### config.mk
export PLATFORM = sky130hd
export DESIGN_NAME = inst_fetch_port
export DESIGN_NICKNAME = d
export VERILOG_FILES = /design/src/rtl/inst_fetch_port.sv
export SDC_FILE = /design/constraint.sdc
export NUM_CORES = 1
export LEC_CHECK = 0
export ABC_AREA = 1
export BUFFER_PORTS_ARGS = -buffer_cell sky130_fd_sc_hd__buf_4
export CORE_ASPECT_RATIO = 0.9
export CORE_MARGIN = 4
export CORE_UTILIZATION = 45
export DETAILED_ROUTE_END_ITERATION = 10
export PLACE_DENSITY = 0.71
export REMOVE_ABC_BUFFERS = 1
export SLEW_MARGIN = 20
export SYNTH_ARGS = -nofsm -noshare
export SYNTH_HDL_FRONTEND = slang
export SYNTH_SLANG_ARGS = --single-unit
### constraint.sdc
create_clock -name clk -period 2 [get_ports clk]
set_input_delay 0.1 -clock clk [delete_from_list [all_inputs] [get_ports clk]]
set_output_delay 0.1 -clock clk [all_outputs]
set_load 0.02 [all_outputs]
### src/rtl/inst_fetch_port.sv
// inst_fetch_port
// ---------------
// Memory-side responder for the PC stage's instruction fetch. The fetch
// virtual address is translated (kseg0/kseg1 by masking, everything else via
// an external combinational TLB). A single-word bus read is then issued, and
// the returned word is held in a tagged result register until the PC stage
// moves on. A fetch that faults in translation, or is misaligned, never
// reaches the bus: its result is written directly with data 0.
//
// Ports
//   clk, rst              clock, synchronous active-high reset
//   pc_i, ce_i            fetch virtual address and fetch enable
//   pc_data_o             instruction word (meaningful when ready for pc_i)
//   pc_ready_o            result valid for the current pc_i, or PC stage idle
//   pc_tlbl_o             TLB refill/invalid on this fetch
//   pc_tlbs_o             store TLB fault, always 0 for fetches
//   pc_mcheck_o           machine check, multiple TLB entries matched
//   tlb_vaddr_o           address presented to the TLB (equals pc_i)
//   tlb_hit_i/valid_i/multi_i/paddr_i   TLB lookup result
//   bus_req_o, bus_addr_o read request and physical word address
//   bus_ack_i, bus_data_i read data strobe and data

module inst_fetch_port #(
    parameter logic [31:0] UNMAPPED_MASK = 32'h1FFFFFFF,
    parameter bit          USE_TLB       = 1'b1
) (
    input  logic        clk,
    input  logic        rst,
    input  logic [31:0] pc_i,
    input  logic        ce_i,
    output logic [31:0] pc_data_o,
    output logic        pc_ready_o,
    output logic        pc_tlbl_o,
    output logic        pc_tlbs_o,
    output logic        pc_mcheck_o,
    output logic [31:0] tlb_vaddr_o,
    input  logic        tlb_hit_i,
    input  logic        tlb_valid_i,
    input  logic        tlb_multi_i,
    input  logic [31:0] tlb_paddr_i,
    output logic        bus_req_o,
    output logic [31:0] bus_addr_o,
    input  logic        bus_ack_i,
    input  logic [31:0] bus_data_i
);

    typedef enum logic {
        IDLE,
        BUS
    } state_t;

    state_t      state, state_next;

    logic        res_valid, res_valid_next;
    logic [31:0] res_addr, res_addr_next;
    logic [31:0] res_data, res_data_next;
    logic        res_tlbl, res_tlbl_next;
    logic        res_mcheck, res_mcheck_next;
    logic [31:0] req_addr, req_addr_next;
    logic        bus_req_next;
    logic [31:0] bus_addr_next;

    logic        hit;
    logic        unmapped;
    logic [31:0] paddr;
    logic        xl_tlbl;
    logic        xl_mcheck;

    // The result register answers the PC stage only for the exact address it
    // was fetched for; a redirected pc_i simply misses and triggers a refetch.
    assign hit         = res_valid && (res_addr == pc_i);
    assign pc_ready_o  = ~ce_i | hit;
    assign pc_data_o   = res_data;
    assign pc_tlbl_o   = res_tlbl;
    assign pc_mcheck_o = res_mcheck;
    assign pc_tlbs_o   = 1'b0;
    assign tlb_vaddr_o = pc_i;

    // Address translation. kseg0 and kseg1 share the top two bits 2'b10.
    // A multiple match outranks a miss so the machine check is never hidden.
    always_comb begin
        unmapped  = (pc_i[31:30] == 2'b10);
        paddr     = pc_i & UNMAPPED_MASK;
        xl_tlbl   = 1'b0;
        xl_mcheck = 1'b0;
        if (USE_TLB && !unmapped) begin
            if (tlb_multi_i) begin
                xl_mcheck = 1'b1;
            end else if (!tlb_hit_i || !tlb_valid_i) begin
                xl_tlbl = 1'b1;
            end else begin
                paddr = tlb_paddr_i;
            end
        end
    end

    // Next-state logic. A BUS transaction is never aborted; its result is
    // tagged with the address it was started for, so a pc_i change mid-flight
    // just shows up as a miss once we are back in IDLE.
    always_comb begin
        state_next      = state;
        res_valid_next  = res_valid;
        res_addr_next   = res_addr;
        res_data_next   = res_data;
        res_tlbl_next   = res_tlbl;
        res_mcheck_next = res_mcheck;
        req_addr_next   = req_addr;
        bus_req_next    = bus_req_o;
        bus_addr_next   = bus_addr_o;

        case (state)
            IDLE: begin
                if (ce_i && !hit) begin
                    if (pc_i[1:0] != 2'b00) begin
                        // Misaligned: the PC stage raises AdEL on its own.
                        res_valid_next  = 1'b1;
                        res_addr_next   = pc_i;
                        res_data_next   = 32'h0;
                        res_tlbl_next   = 1'b0;
                        res_mcheck_next = 1'b0;
                    end else if (xl_tlbl || xl_mcheck) begin
                        res_valid_next  = 1'b1;
                        res_addr_next   = pc_i;
                        res_data_next   = 32'h0;
                        res_tlbl_next   = xl_tlbl;
                        res_mcheck_next = xl_mcheck;
                    end else begin
                        req_addr_next = pc_i;
                        bus_addr_next = paddr;
                        bus_req_next  = 1'b1;
                        state_next    = BUS;
                    end
                end
            end
            BUS: begin
                if (bus_ack_i) begin
                    bus_req_next    = 1'b0;
                    res_valid_next  = 1'b1;
                    res_addr_next   = req_addr;
                    res_data_next   = bus_data_i;
                    res_tlbl_next   = 1'b0;
                    res_mcheck_next = 1'b0;
                    state_next      = IDLE;
                end
            end
            default: begin
                state_next   = IDLE;
                bus_req_next = 1'b0;
            end
        endcase
    end

    // State and result registers.
    always_ff @(posedge clk) begin
        if (rst) begin
            state      <= IDLE;
            res_valid  <= 1'b0;
            res_addr   <= 32'h0;
            res_data   <= 32'h0;
            res_tlbl   <= 1'b0;
            res_mcheck <= 1'b0;
            req_addr   <= 32'h0;
            bus_req_o  <= 1'b0;
            bus_addr_o <= 32'h0;
        end else begin
            state      <= state_next;
            res_valid  <= res_valid_next;
            res_addr   <= res_addr_next;
            res_data   <= res_data_next;
            res_tlbl   <= res_tlbl_next;
            res_mcheck <= res_mcheck_next;
            req_addr   <= req_addr_next;
            bus_req_o  <= bus_req_next;
            bus_addr_o <= bus_addr_next;
        end
    end

endmodule

==> impl_metrics.ini, run 1 <==
[global_routing]
grt_pass1_wl_mm = 31.3
track_usage_pct = 22.5
antenna_found_initial = 0
grt_pass1_vias = 6452
grt_max_degree = 88
grt.overflow.total = 0

[routing]
drt_iter0_drc = 436
vias = 7094
dr.pass1.iters = 5
drc = 0
antenna_left = 0
routed_wl_mm = 19.8
routedWlPerCell_um = 13.3
via_per_inst = 4.76

[power]
seq_power_share_pct = 37.5
leakage_uw = 0.00465
p_per_area_mw_per_mm2 = 800
p_sw_uw = 2000
swShare_pct = 26.1
power.internal_uw = 5650
irDropWorstVdd_mv = 0.588
clockPowerShare_pct = 45.0
combPwrFrac_pct = 17.5

[sta]
rsz0062_at_grt = true
max_freq_ghz = 0.532
setup_viol = 0
hold_viol = 0
fin_hold_ws_ns = 0.00353
worstMarginPinSlew_ns = 0.879
maxSlewHeadroom_pct = 41.4
fin_crit_ns = 1.88
min_period_over_period_pct = 94.0
slew_viol_final = 0
finClkSkew_ns = 0.00948

[cts]
clkLatencyLatePin_ns = 0.42
numCtsBuffers = 17
cts_buffer_depth = 2
cts.sinks = 133
root_buffer = clkbuf_16
cts_htree_levels = 4
cts_tree = yes
clk_pin_slew_worst_paths_ns = 0.06

[cells_and_area]
drive_above_1_share_pct = 22.1
area_growth_pct = 40.6
final_common_cell = nand2_1
final_cell_mix = nand2_1, buf_4, nor2_1
instances_no_fill = 1491
antennaDiodeCount = 0
layout.nets = 1383
post-route-util_pct = 64.8

[worst_setup_path]
cp.required_ns = 2.35
cp_max_fo = 27
crit_path_start_kind = primary input
cp.arrival_ns = 2.23
critical_path_class = primary input to register
cp-end-kind = register

[place]
gp_routability_congestion = 0.792
dpl.cell_count = 1406
dp_hpwl_mm = 12.6
port_buffers = 202

[die]
io_pins = 204
rows = 42
start_util_pct = 46.1
die_area_mm2 = 0.0171
coreArea_mm2 = 0.0148
chipWidth_um = 138
chipHeight_um = 125

[logic_synthesis]
async_flop_share_pct = 0
yosys_most_used_dff = dfxtp_1
yosys_warnings = 0
syn_inst = 1080
ys_seq_area_share_pct = 39.2
synth_edf_count = 0
syn-cell-area_mm2 = 0.00680
synth_cell_types = 28
avgSynthCellArea_um2 = 6.30
synth-seq-cells = 133

[min_path]
hold_class = primary input to register

[status]
run_status = finished, final reports clean

[run]
maxCapViolations = 0
[logic make-up after synthesis]
kind of cell	share of synthesized area (%)
buffers and inverters	14.8
and+or+nand+nor	34.5
AOI/OAI and AO/OA	10.2
other	0.0551
muxes	0.589
xor gates and xnor gates	0.644
DFF	39.2
[worst max-delay path: stages]
cell	delay, ns
dlygate4sd3_1	0.53
buf_4	0.16
inv_1	0.12
nand2_1	0.07
nand4_1	0.11
nor2_1	0.05
nand2_1	0.06
nor2_1	0.05
buf_4	0.14
a21boi_4	0.18
buf_4	0.34
nand3_1	0.14
a21oi_1	0.16
[timing repair]
item | 4_1_cts | 5_1_grt
endpoints found under the setup margin | 0 | 90
hold buffers | 48 | 0
hold endpoints to repair | 48 | 0
buffers inserted | 0 | 3
resized for setup | 0 | 14
[through the flow]
step	setup slack [ns]	total power, uW	instance area [um^2]	TNS [ns]
after floorplan	-6.05	3520	6240	-695.84
after global placement	0.138	4120	8290	0
after detailed placement	0.120	4140	8290	0
after CTS	0.0175	7640	9430	0
after global routing	-0.00632	7950	9560	-0.0185
final	0.119	7650	9560	0
[Yosys cell counts (2+ instances only)]
cell,number,area share [%]
buf_1,3,0.17
mux2i_1,4,0.59
inv_2,6,0.33
a21oi_1,79,5.8
xor2_1,2,0.26
inv_1,115,6.3
nand3_1,80,5.9
buf_4,35,3.9
xnor2_1,3,0.39
clkbuf_1,35,1.9
nand2_1,347,19
buf_6,4,0.66
o21ai_0,54,4.0
nor2_1,139,7.7
dfxtp_1,133,39
buf_2,21,1.5
nand2_4,2,0.33
nand4_1,8,0.74
[power by group through the flow]
stage	Sequential (uW)	Combinational, uW	Clock [uW]
after floorplan	3000	522	0
after global placement	2920	1210	0
after detailed placement	2920	1220	0
after CTS	2860	1300	3470
after global routing	2880	1490	3580
final	2870	1340	3440
[metal layers]
layer  share of wire (%)  GRT usage (%)  vias up  wire, um
li1                    -              -     3686         -
met1                  42           28.3     3147      8400
met2                  48           37.1      244      9540
met3                 8.5           7.27       17      1690
met4                0.83           5.58        0       165
met5                   0              0        -         0
[state kept, by name (all words and copies together), names as in the netlist]
signal and cells:
pc_data_o 32, state 1, req_addr 32, pc_mcheck_o 1
bus_addr_o 32, pc_tlbl_o 1, res_addr 32, res_valid 1
bus_req_o 1
[layout make-up]
cell class | instances | area, um^2
repair buffers | 279 | 2340
inverters | 121 | 454
flip-flops and latches | 133 | 2670
multi-input cells | 728 | 3190
well taps | 198 | 248
fillers | 1331 | 5200
clock inverters | 6 | 110
clock buffers | 26 | 549
[path summary, 6_finish.rpt]
| path | slack, ns | endpoint | from | cells after the start |
|---|---|---|---|---|
| max | 0.12 | bus_addr_o[26]$_SDFFE_PP0P_ | pc_i[13] | 13 |
| min reg2reg | 0.44 | bus_addr_o[30]$_SDFFE_PP0P_ | bus_addr_o[30]$_SDFFE_PP0P_ | 2 |
| max reg2reg | 0.21 | res_addr[21]$_SDFFE_PP0P_ | res_addr[28]$_SDFFE_PP0P_ | 16 |
| min | 0.004 | pc_data_o[2]$_SDFFE_PP0P_ | bus_data_i[2] | 5 |
No activity file was read; power rests on OpenSTA's default activity.
==> run 2, diff against run 1 <==
==> constraint.sdc (replaced) <==
create_clock -name clk -period 2.15 [get_ports clk]
set_input_delay 0.1075 -clock clk [delete_from_list [all_inputs] [get_ports clk]]
set_output_delay 0.1075 -clock clk [all_outputs]
set_load 0.1 [all_outputs]
==> run 2 against run 1 <==
Against the previous run: core utilization is 0.10 points higher; largest cell class unchanged; sequential share of layout area is 0.057 points lower; highest routed layer unchanged; die area stayed put; worst setup slack better by 0.043 ns; clock power is 4% higher; non-clock buffer count is 4 lower; sequential cell count stayed put; critical path depth is 2 lower.
==> impl_metrics.ini, run 2 (same netlist as run 1, synthesis figures left out) <==
[cells_and_area]
seq_area_mm2 = 0.00267
antennaDiodeCount = 0
drive_above_1_share_pct = 21.2
nFillCells = 1306
post-route-util_pct = 64.9
final_common_cell = nand2_1
multi_input_area_mm2 = 0.00317
final_cell_mix = nand2_1, buf_4, nor2_1
area_growth_pct = 40.8
layout.nets = 1379

[place]
dp_hpwl_mm = 11.9
port_buffers = 202
gp_routability_congestion = 0.789

[routing]
routedWlPerCell_um = 13.3
dr.pass1.iters = 5
vias = 7118
drc = 0
routed_wl_mm = 19.8
via_per_inst = 4.79
drt_iter0_drc = 474
antenna_left = 0

[global_routing]
grt_pass1_vias = 6479
antenna_found_initial = 0
grt_pass1_wl_mm = 31.0
grt.overflow.total = 0
track_usage_pct = 22.2
grt_max_degree = 88

[sta]
worstMarginPinSlew_ns = 0.868
finClkSkew_ns = 0.00896
hold_viol = 0
maxSlewHeadroom_pct = 42.1
max_freq_ghz = 0.503
min_period_over_period_pct = 92.4
rsz0062_at_grt = true
slew_viol_final = 0
fin_crit_ns = 1.99
fin_tns_setup_ns = 0
setup_viol = 0

[cts]
cts_htree_levels = 4
cts_buffer_depth = 2
root_buffer = clkbuf_16
clk_pin_slew_worst_paths_ns = 0.06
cts_tree = yes
cts.sinks = 133
clkLatencyLatePin_ns = 0.43
numCtsBuffers = 17

[worst_setup_path]
critical_path_class = primary input to output port
crit_path_max_incr_delay_ns = 0.53
crit_path_frequent_cell = nand2_1
cp.required_ns = 2.04
cp-end-kind = output port
cpMaxStageDelayCell = dlygate4sd3_1
crit_path_start_kind = primary input
cp_max_fo = 4
worstPathCellList = dlygate4sd3_1 -> buf_4 -> inv_1 -> nand2_1 -> nand4_1 -> nor2_1 -> nand2_1 -> nor2_1 -> nand2_1 -> nand2_2 -> buf_8
cp.arrival_ns = 1.88

[die]
coreArea_mm2 = 0.0148
die_area_mm2 = 0.0171
io_pins = 204
rows = 42
chipHeight_um = 125
start_util_pct = 46.1
chipWidth_um = 138

[status]
run_status = finished, final reports clean

[power]
p_per_area_mw_per_mm2 = 843
irDropWorstVdd_mv = 0.627
leakage_uw = 0.00465

[run]
maxCapViolations = 0

[min_path]
hold_class = primary input to register
run 2: repair_timing:
item	4_1_cts	5_1_grt
endpoints found under the hold margin	51	0
hold buffers	51	0
resized for setup	0	7
endpoints found under the setup margin	0	61
buffers inserted	0	2
run 2: metrics by stage:
stage | instances | setup slack [ns] | hold WS, ns | cell area, um^2 | power [uW]
2_1_floorplan | 982 | -5.90 | 0.177 | 6240 | 3660
3_3_place_gp | 1400 | 0.266 | 0.402 | 8230 | 4400
3_5_place_dp | 1400 | 0.251 | 0.404 | 8230 | 4410
4_1_cts | 1483 | 0.0676 | 0.000684 | 9470 | 8080
5_1_grt | 1487 | -0.0113 | 0.0198 | 9580 | 8380
6_report | 1487 | 0.162 | 0.0123 | 9580 | 8070
run 2: worst paths after layout:
check | startpoint | end | slack, ns | depth (start not counted)
min | bus_data_i[25] | pc_data_o[25]$_SDFFE_PP0P_ | 0.01 | 5
max | pc_i[13] | pc_ready_o | 0.16 | 11
min reg2reg | bus_addr_o[30]$_SDFFE_PP0P_ | bus_addr_o[30]$_SDFFE_PP0P_ | 0.44 | 2
max reg2reg | res_addr[26]$_SDFFE_PP0P_ | res_addr[31]$_SDFFE_PP0P_ | 0.24 | 16
run 2: cell type report:
type	instances	share of cell area [%]
sequential	133	27.8
timing repair buffer	275	24.1
clock inverter	13	2.87
inverter	121	4.74
tap	198	2.59
multi-input combinational	728	33.1
clock buffer	19	4.73
run 2: power by group:
| part | switching (uW) | total (uW) | internal, uW | leakage [uW] |
|---|---|---|---|---|
| Combinational | 1270 | 1820 | 550 | 0.00321 |
| Clock | 1120 | 3590 | 2470 | 0.000353 |
| Sequential | 68.5 | 2670 | 2600 | 0.00109 |
run 2: metal layers:
layer,up-vias,track usage (%),part of all wire (%)
met5,-,0,0
met4,0,4.69,0.93
met3,16,8.64,8.4
met2,197,36.9,47
met1,3223,27.2,43
li1,3682,-,-
run 2: critical path: cells and delay by family:
| kind | cells | cell delay, ns |
|---|---|---|
| AND/OR/NAND/NOR | 7 | 0.79 |
| buffers and inverters | 4 | 0.95 |
